`src/rtl/trig_shaper_if.sv`:
```
// Trigger shaper signal bundle: detector input, arming/clear controls, shaped trigger and status outputs.
// The DUT attaches through the slave modport and the driver through the master modport.
interface trig_shaper_if #(
  parameter int CNT_W = 16
);
  logic             sig_in;
  logic             enable;
  logic             clr_cnt;
  logic             trig;
  logic             busy;
  logic [CNT_W-1:0] evt_cnt;

  modport slave (
    input  sig_in, enable, clr_cnt,
    output trig, busy, evt_cnt
  );

  modport master (
    output sig_in, enable, clr_cnt,
    input  trig, busy, evt_cnt
  );
endinterface

```
`src/rtl/trig_shaper.sv`:
```
// Trigger shaper: synchronizes sig_in, filters short pulses, emits one trig per edge, then enforces dead time.
// The event counter and clr_cnt exist only when TRIG_EVTCNT_EN is defined; otherwise evt_cnt is tied to 0.
module trig_shaper #(
  parameter int FILT_LEN = 2,
  parameter int HOLDOFF  = 100,
  parameter int CNT_W    = 16
) (
  input  logic          clk,
  input  logic          rst,
  trig_shaper_if.slave  bus
);

  typedef enum logic [2:0] {
    IDLE     = 3'd0,
    FILTER   = 3'd1,
    FIRE     = 3'd2,
    HOLD     = 3'd3,
    WAIT_LOW = 3'd4
  } state_t;

  localparam logic [7:0]  FLEN = 8'(FILT_LEN);
  localparam logic [15:0] HLEN = 16'(HOLDOFF);

  state_t      state_q, state_d;
  logic [7:0]  fcnt_q, fcnt_d;
  logic [15:0] hcnt_q, hcnt_d;
  logic        sync1_q, sync_q;
  logic        trig_q, busy_q;

  always_comb begin
    state_d = state_q;
    fcnt_d  = fcnt_q;
    hcnt_d  = hcnt_q;
    unique case (state_q)
      IDLE: begin
        if (bus.enable && sync_q) begin
          if (FILT_LEN == 1) begin
            state_d = FIRE;
          end else begin
            state_d = FILTER;
            fcnt_d  = 8'd1;
          end
        end
      end
      FILTER: begin
        if (!sync_q || !bus.enable) begin
          state_d = IDLE;
          fcnt_d  = 8'd0;
        end else begin
          fcnt_d = fcnt_q + 8'd1;
          if (fcnt_q + 8'd1 == FLEN) state_d = FIRE;
        end
      end
      FIRE: begin
        state_d = HOLD;
        hcnt_d  = 16'd0;
      end
      // Dead time: input level is deliberately not looked at here.
      HOLD: begin
        hcnt_d = hcnt_q + 16'd1;
        if (hcnt_q + 16'd1 == HLEN) state_d = WAIT_LOW;
      end
      WAIT_LOW: begin
        if (!sync_q) state_d = IDLE;
      end
      default: state_d = IDLE;
    endcase
  end

  always_ff @(posedge clk or posedge rst) begin
    if (rst) begin
      state_q <= IDLE;
      fcnt_q  <= 8'd0;
      hcnt_q  <= 16'd0;
      sync1_q <= 1'b0;
      sync_q  <= 1'b0;
      trig_q  <= 1'b0;
      busy_q  <= 1'b0;
    end else begin
      state_q <= state_d;
      fcnt_q  <= fcnt_d;
      hcnt_q  <= hcnt_d;
      sync1_q <= bus.sig_in;
      sync_q  <= sync1_q;
      trig_q  <= (state_d == FIRE);
      busy_q  <= (state_d != IDLE);
    end
  end

  assign bus.trig = trig_q;
  assign bus.busy = busy_q;

`ifdef TRIG_EVTCNT_EN
  localparam logic [CNT_W-1:0] CNT_ONE = CNT_W'(1);

  logic [CNT_W-1:0] evt_q, evt_d;

  // A clear coinciding with FIRE still counts the trigger that is firing.
  always_comb begin
    evt_d = evt_q;
    if (bus.clr_cnt) evt_d = '0;
    if (state_q == FIRE) begin
      if (bus.clr_cnt)      evt_d = CNT_ONE;
      else if (evt_q != '1) evt_d = evt_q + CNT_ONE;
    end
  end

  always_ff @(posedge clk or posedge rst) begin
    if (rst) evt_q <= '0;
    else     evt_q <= evt_d;
  end

  assign bus.evt_cnt = evt_q;
`else
  logic unused_clr_cnt;
  assign unused_clr_cnt = bus.clr_cnt;
  assign bus.evt_cnt    = '0;
`endif

endmodule

```
`src/flat_wrapper.sv`:
```
// flat-port wrapper written by rule: the top's interface ports become plain ports
module trig_shaper_flat 
#(
  parameter int FILT_LEN = 2,
  parameter int HOLDOFF  = 100,
  parameter int CNT_W    = 16
)
  (clk, rst, bus_sig_in, bus_enable, bus_clr_cnt, bus_trig, bus_busy, bus_evt_cnt);
  trig_shaper_if #(.CNT_W(CNT_W)) bus_i ();
  input  logic clk;
  input  logic rst;
  input wire logic [$bits(bus_i.sig_in)-1:0] bus_sig_in;
  input wire logic [$bits(bus_i.enable)-1:0] bus_enable;
  input wire logic [$bits(bus_i.clr_cnt)-1:0] bus_clr_cnt;
  output wire logic [$bits(bus_i.trig)-1:0] bus_trig;
  output wire logic [$bits(bus_i.busy)-1:0] bus_busy;
  output wire logic [$bits(bus_i.evt_cnt)-1:0] bus_evt_cnt;
  assign bus_i.sig_in = bus_sig_in;
  assign bus_i.enable = bus_enable;
  assign bus_i.clr_cnt = bus_clr_cnt;
  assign bus_trig = bus_i.trig;
  assign bus_busy = bus_i.busy;
  assign bus_evt_cnt = bus_i.evt_cnt;
  trig_shaper #(.FILT_LEN(FILT_LEN), .HOLDOFF(HOLDOFF), .CNT_W(CNT_W)) u_core (.clk(clk), .rst(rst), .bus(bus_i));
endmodule
```
`config.mk`:
```
export PLATFORM = sky130hd
export DESIGN_NAME = trig_shaper_flat
export DESIGN_NICKNAME = d
export VERILOG_FILES = /design/src/rtl/trig_shaper_if.sv /design/src/rtl/trig_shaper.sv /design/src/flat_wrapper.sv
export SDC_FILE = /design/constraint.sdc
export NUM_CORES = 1
export LEC_CHECK = 0
export BUFFER_PORTS_ARGS = -buffer_cell sky130_fd_sc_hd__buf_2
export CORE_ASPECT_RATIO = 1.75
export CORE_MARGIN = 10
export CORE_UTILIZATION = 55
export DETAILED_ROUTE_END_ITERATION = 10
export GPL_TIMING_DRIVEN = 0
export PLACE_DENSITY = 0.76
export REMOVE_ABC_BUFFERS = 1
export SLEW_MARGIN = 20
export SYNTH_ARGS = -nofsm -noshare
export SYNTH_HDL_FRONTEND = slang
export SYNTH_SLANG_ARGS = --single-unit
```
`constraint.sdc`:
```
create_clock -name clk -period 2.7 [get_ports clk]
set_input_delay 0.135 -clock clk [delete_from_list [all_inputs] [get_ports clk]]
set_output_delay 0.135 -clock clk [all_outputs]
set_load 0.01 [all_outputs]
```
==> flow_summary.json <==
{
  "drive_gt1_share_pct": 7.96,
  "hold_slack_ps": 248,
  "max-slew-margin-rel_pct": 55.3,
  "placementRows": 28,
  "grt_pass1_wl_mm": 6.81,
  "p_int_uw": 832,
  "cp_cell_sequence": "ha_1 > xor2_1 > nor4_2 > o22ai_1 > or3b_1 > a221o_1",
  "track_usage_pct": 13.5,
  "layout_common_cells": "nand2_1 (36), dfrtp_1 (31), o21ai_0 (28), conb_1 (16), nor2_1 (12)",
  "htree_levels": 2,
  "synth-seq-area-share_pct": 41.2,
  "max_clock_freq_mhz": 478,
  "switching_share_pct": 38.7,
  "drt_iter0_drc": 33,
  "chipHeight_um": 97.4,
  "ctsLongestPathBuffers": 2,
  "grt_max_degree": 32,
  "place_ws_ps": 600,
  "setup_viol": 0,
  "clockRootBuffer": "clkbuf_8",
  "hold_path.class": "input pin to register",
  "setup_ws_ps": 609,
  "cap_violations": 0,
  "die_w_um": 64.2,
  "ys_warn_count": 0,
  "p_per_area_nw_per_um2": 695,
  "cts_tree": "yes",
  "finish.utilization_pct": 58.7,
  "period_needed_ps": 2090,
  "drc": 0,
  "clkTransAtPathRegs_ps": 60,
  "layout.nets": 235,
  "final_common_cell": "nand2_1",
  "cts-resized-gates": 0,
  "vias": 1553,
  "status": "complete, no violations",
  "skew_ps": 4.87,
  "p_leak_uw": 0.000797,
  "cp-end-kind": "register",
  "irDropWorstVdd_mv": 0.612,
  "synth_area_sq_um": 1880,
  "coreArea_sq_um": 3330,
  "start_kind": "register",
  "slew_violations": 0,
  "synthDistinctLibCells": 40,
  "post-route-period-util_pct": 77.4,
  "ant_nets": 0,
  "grt_setup_unrepaired": "no",
  "cp_max_fo": 7,
  "p_switching_uw": 525,
  "multi_input_area_sq_um": 985,
  "die_area_sq_um": 6260,
  "syn2layout_area_growth_pct": 3.72,
  "syn_area_per_cell_sq_um": 8.41,
  "tightest_slew_ps": 669,
  "grt.overflow.total": 0,
  "wire_per_inst_um": 15.2,
  "cts_buffers": 5,
  "fillers": 325,
  "clock_latency_ps": 280,
  "crit_arrival_ps": 2260,
  "clock_sinks": 31,
  "p_clk_share_pct": 24.6,
  "comb_power_share_pct": 28.5,
  "seqPwrFrac_pct": 47.0,
  "start_util_pct": 56.6,
  "io_pins": 23,
  "post_drt_via_cell_ratio": 5.73,
  "hpwl_mm": 2.99,
  "slowest_stage": "dfrtp_1",
  "final-hold-violation-count": 0,
  "dr.pass1.iters": 4,
  "critical_path_class": "register to register",
  "required_ps": 2870,
  "diodes": 0,
  "syn_inst": 224,
  "grt_pass1_vias": 1485,
  "ys_ff_latch": 31,
  "worst_path_largest_cell_delay_ps": 460,
  "fin_setup_tns_ps": 0,
  "io_buffers": 5,
  "gp_congestion": 0.905,
  "antenna_found_initial": 0,
  "seqCellArea_sq_um": 776,
  "routed_wl_mm": 4.13
}
## stage by stage
step / cell area [sq um] / power, uW / cells
2_1_floorplan: 1780 / 899 / 213
3_3_place_gp: 1860 / 1020 / 263
3_5_place_dp: 1860 / 1030 / 263
4_1_cts: 1950 / 1370 / 271
5_1_grt: 1950 / 1450 / 271
6_report: 1950 / 1360 / 271
## layout make-up
class	count	area share [%]
flip-flops and latches	31	39.7
multi-input cells	177	50.4
inverters	5	0.961
repair buffers	7	2.31
well taps	45	2.88
clock buffers	6	3.72
## routing by layer
layer  vias to the layer above  GRT usage, %  wire, um
met5                         -             0         0
met4                         0          9.11       135
met3                        12          3.12       120
li1                        767             -         -
met2                        28          24.6      2340
met1                       746          12.6      1530
## power groups by stage
stage | clock [uW] | combinational [uW] | sequential, uW
finish | 333 | 386 | 637
floorplan | 0 | 281 | 617
global placement | 0 | 375 | 641
global route | 357 | 437 | 654
CTS | 340 | 388 | 638
detailed placement | 0 | 384 | 646
## flip-flops by register name, indices dropped and copies added, names as in the netlist
register,cells
u_core.hcnt_q,16
u_core.fcnt_q,8
u_core.state_q,3
u_core.bus.busy,1
u_core.bus.trig,1
u_core.sync1_q,1
u_core.sync_q,1
## cell usage after synthesis
cell type	instances	area [sq um]
a211o_1	1	8.76
a21o_1	2	15.0
a21oi_1	7	35.0
a221o_1	1	10.0
a31o_2	1	8.76
a31oi_1	2	12.5
and2_1	1	6.26
and3_1	1	6.26
and4b_1	1	10.0
and4bb_2	1	12.5
buf_2	2	10.0
buf_4	16	120
clkbuf_1	8	30.0
conb_1	1	3.75
dfrtp_1	31	776
ha_1	3	37.5
inv_1	5	18.8
mux2i_1	1	10.0
nand2_1	36	135
nand2b_1	2	12.5
nand3_1	10	50.1
nand3_2	1	10.0
nand4_1	7	43.8
nor2_1	12	45.0
nor2b_1	2	12.5
nor3_1	7	35.0
nor3b_1	1	7.51
nor4_1	5	31.3
nor4_2	2	25.0
o21a_1	2	15.0
o21ai_0	28	140
o22ai_1	1	6.26
o31a_1	2	17.5
o31ai_1	7	52.6
o41ai_1	2	17.5
or2_2	2	12.5
or3_1	2	12.5
or3b_1	1	8.76
xnor2_1	4	35.0
xor2_1	3	26.3
## what timing repair did
item,CTS,global route
setup buffers,0,0
hold buffers,2,0
hold endpoints to repair,32,0
## critical path: cells and delay by family, from the launching register on
family                     cells  cell delay (ps)
AOI/OAI and AO/OA              2              500
adders and majority gates      1              320
and+or+nand+nor                2              540
DFF                            1              460
xor gates and xnor gates       1              180
## logic make-up (layout without fill, tap and decap cells)
kind of cell,after synthesis,count (layout),synth area share (%)
AND/OR/NAND/NOR,94,94,25.3
AO/OA/AOI/OAI,56,56,18.0
multiplexers,1,1,0.532
buffers and inverters,31,18,9.50
other,1,16,0.199
adder cells (fa/ha/maj),3,3,1.99
flip-flops,31,31,41.2
XOR/XNOR,7,7,3.26
## worst paths after layout
| check | start | end | slack [ps] | cells past startpoint |
|---|---|---|---|---|
| hold reg to reg | u_core.sync1_q | u_core.sync_q | 350 | 0 |
| min in group asynchronous | rst | u_core.sync1_q | 490 | 3 |
| setup / recovery | u_core.fcnt_q[0] | u_core.state_q[0] | 610 | 6 |
| setup reg to reg | u_core.fcnt_q[0] | u_core.state_q[0] | 610 | 6 |
| max in group asynchronous | rst | u_core.hcnt_q[10] | 1780 | 3 |
| hold / removal | bus_enable | u_core.bus.busy | 250 | 4 |
No activity file was read; power rests on OpenSTA's default activity.
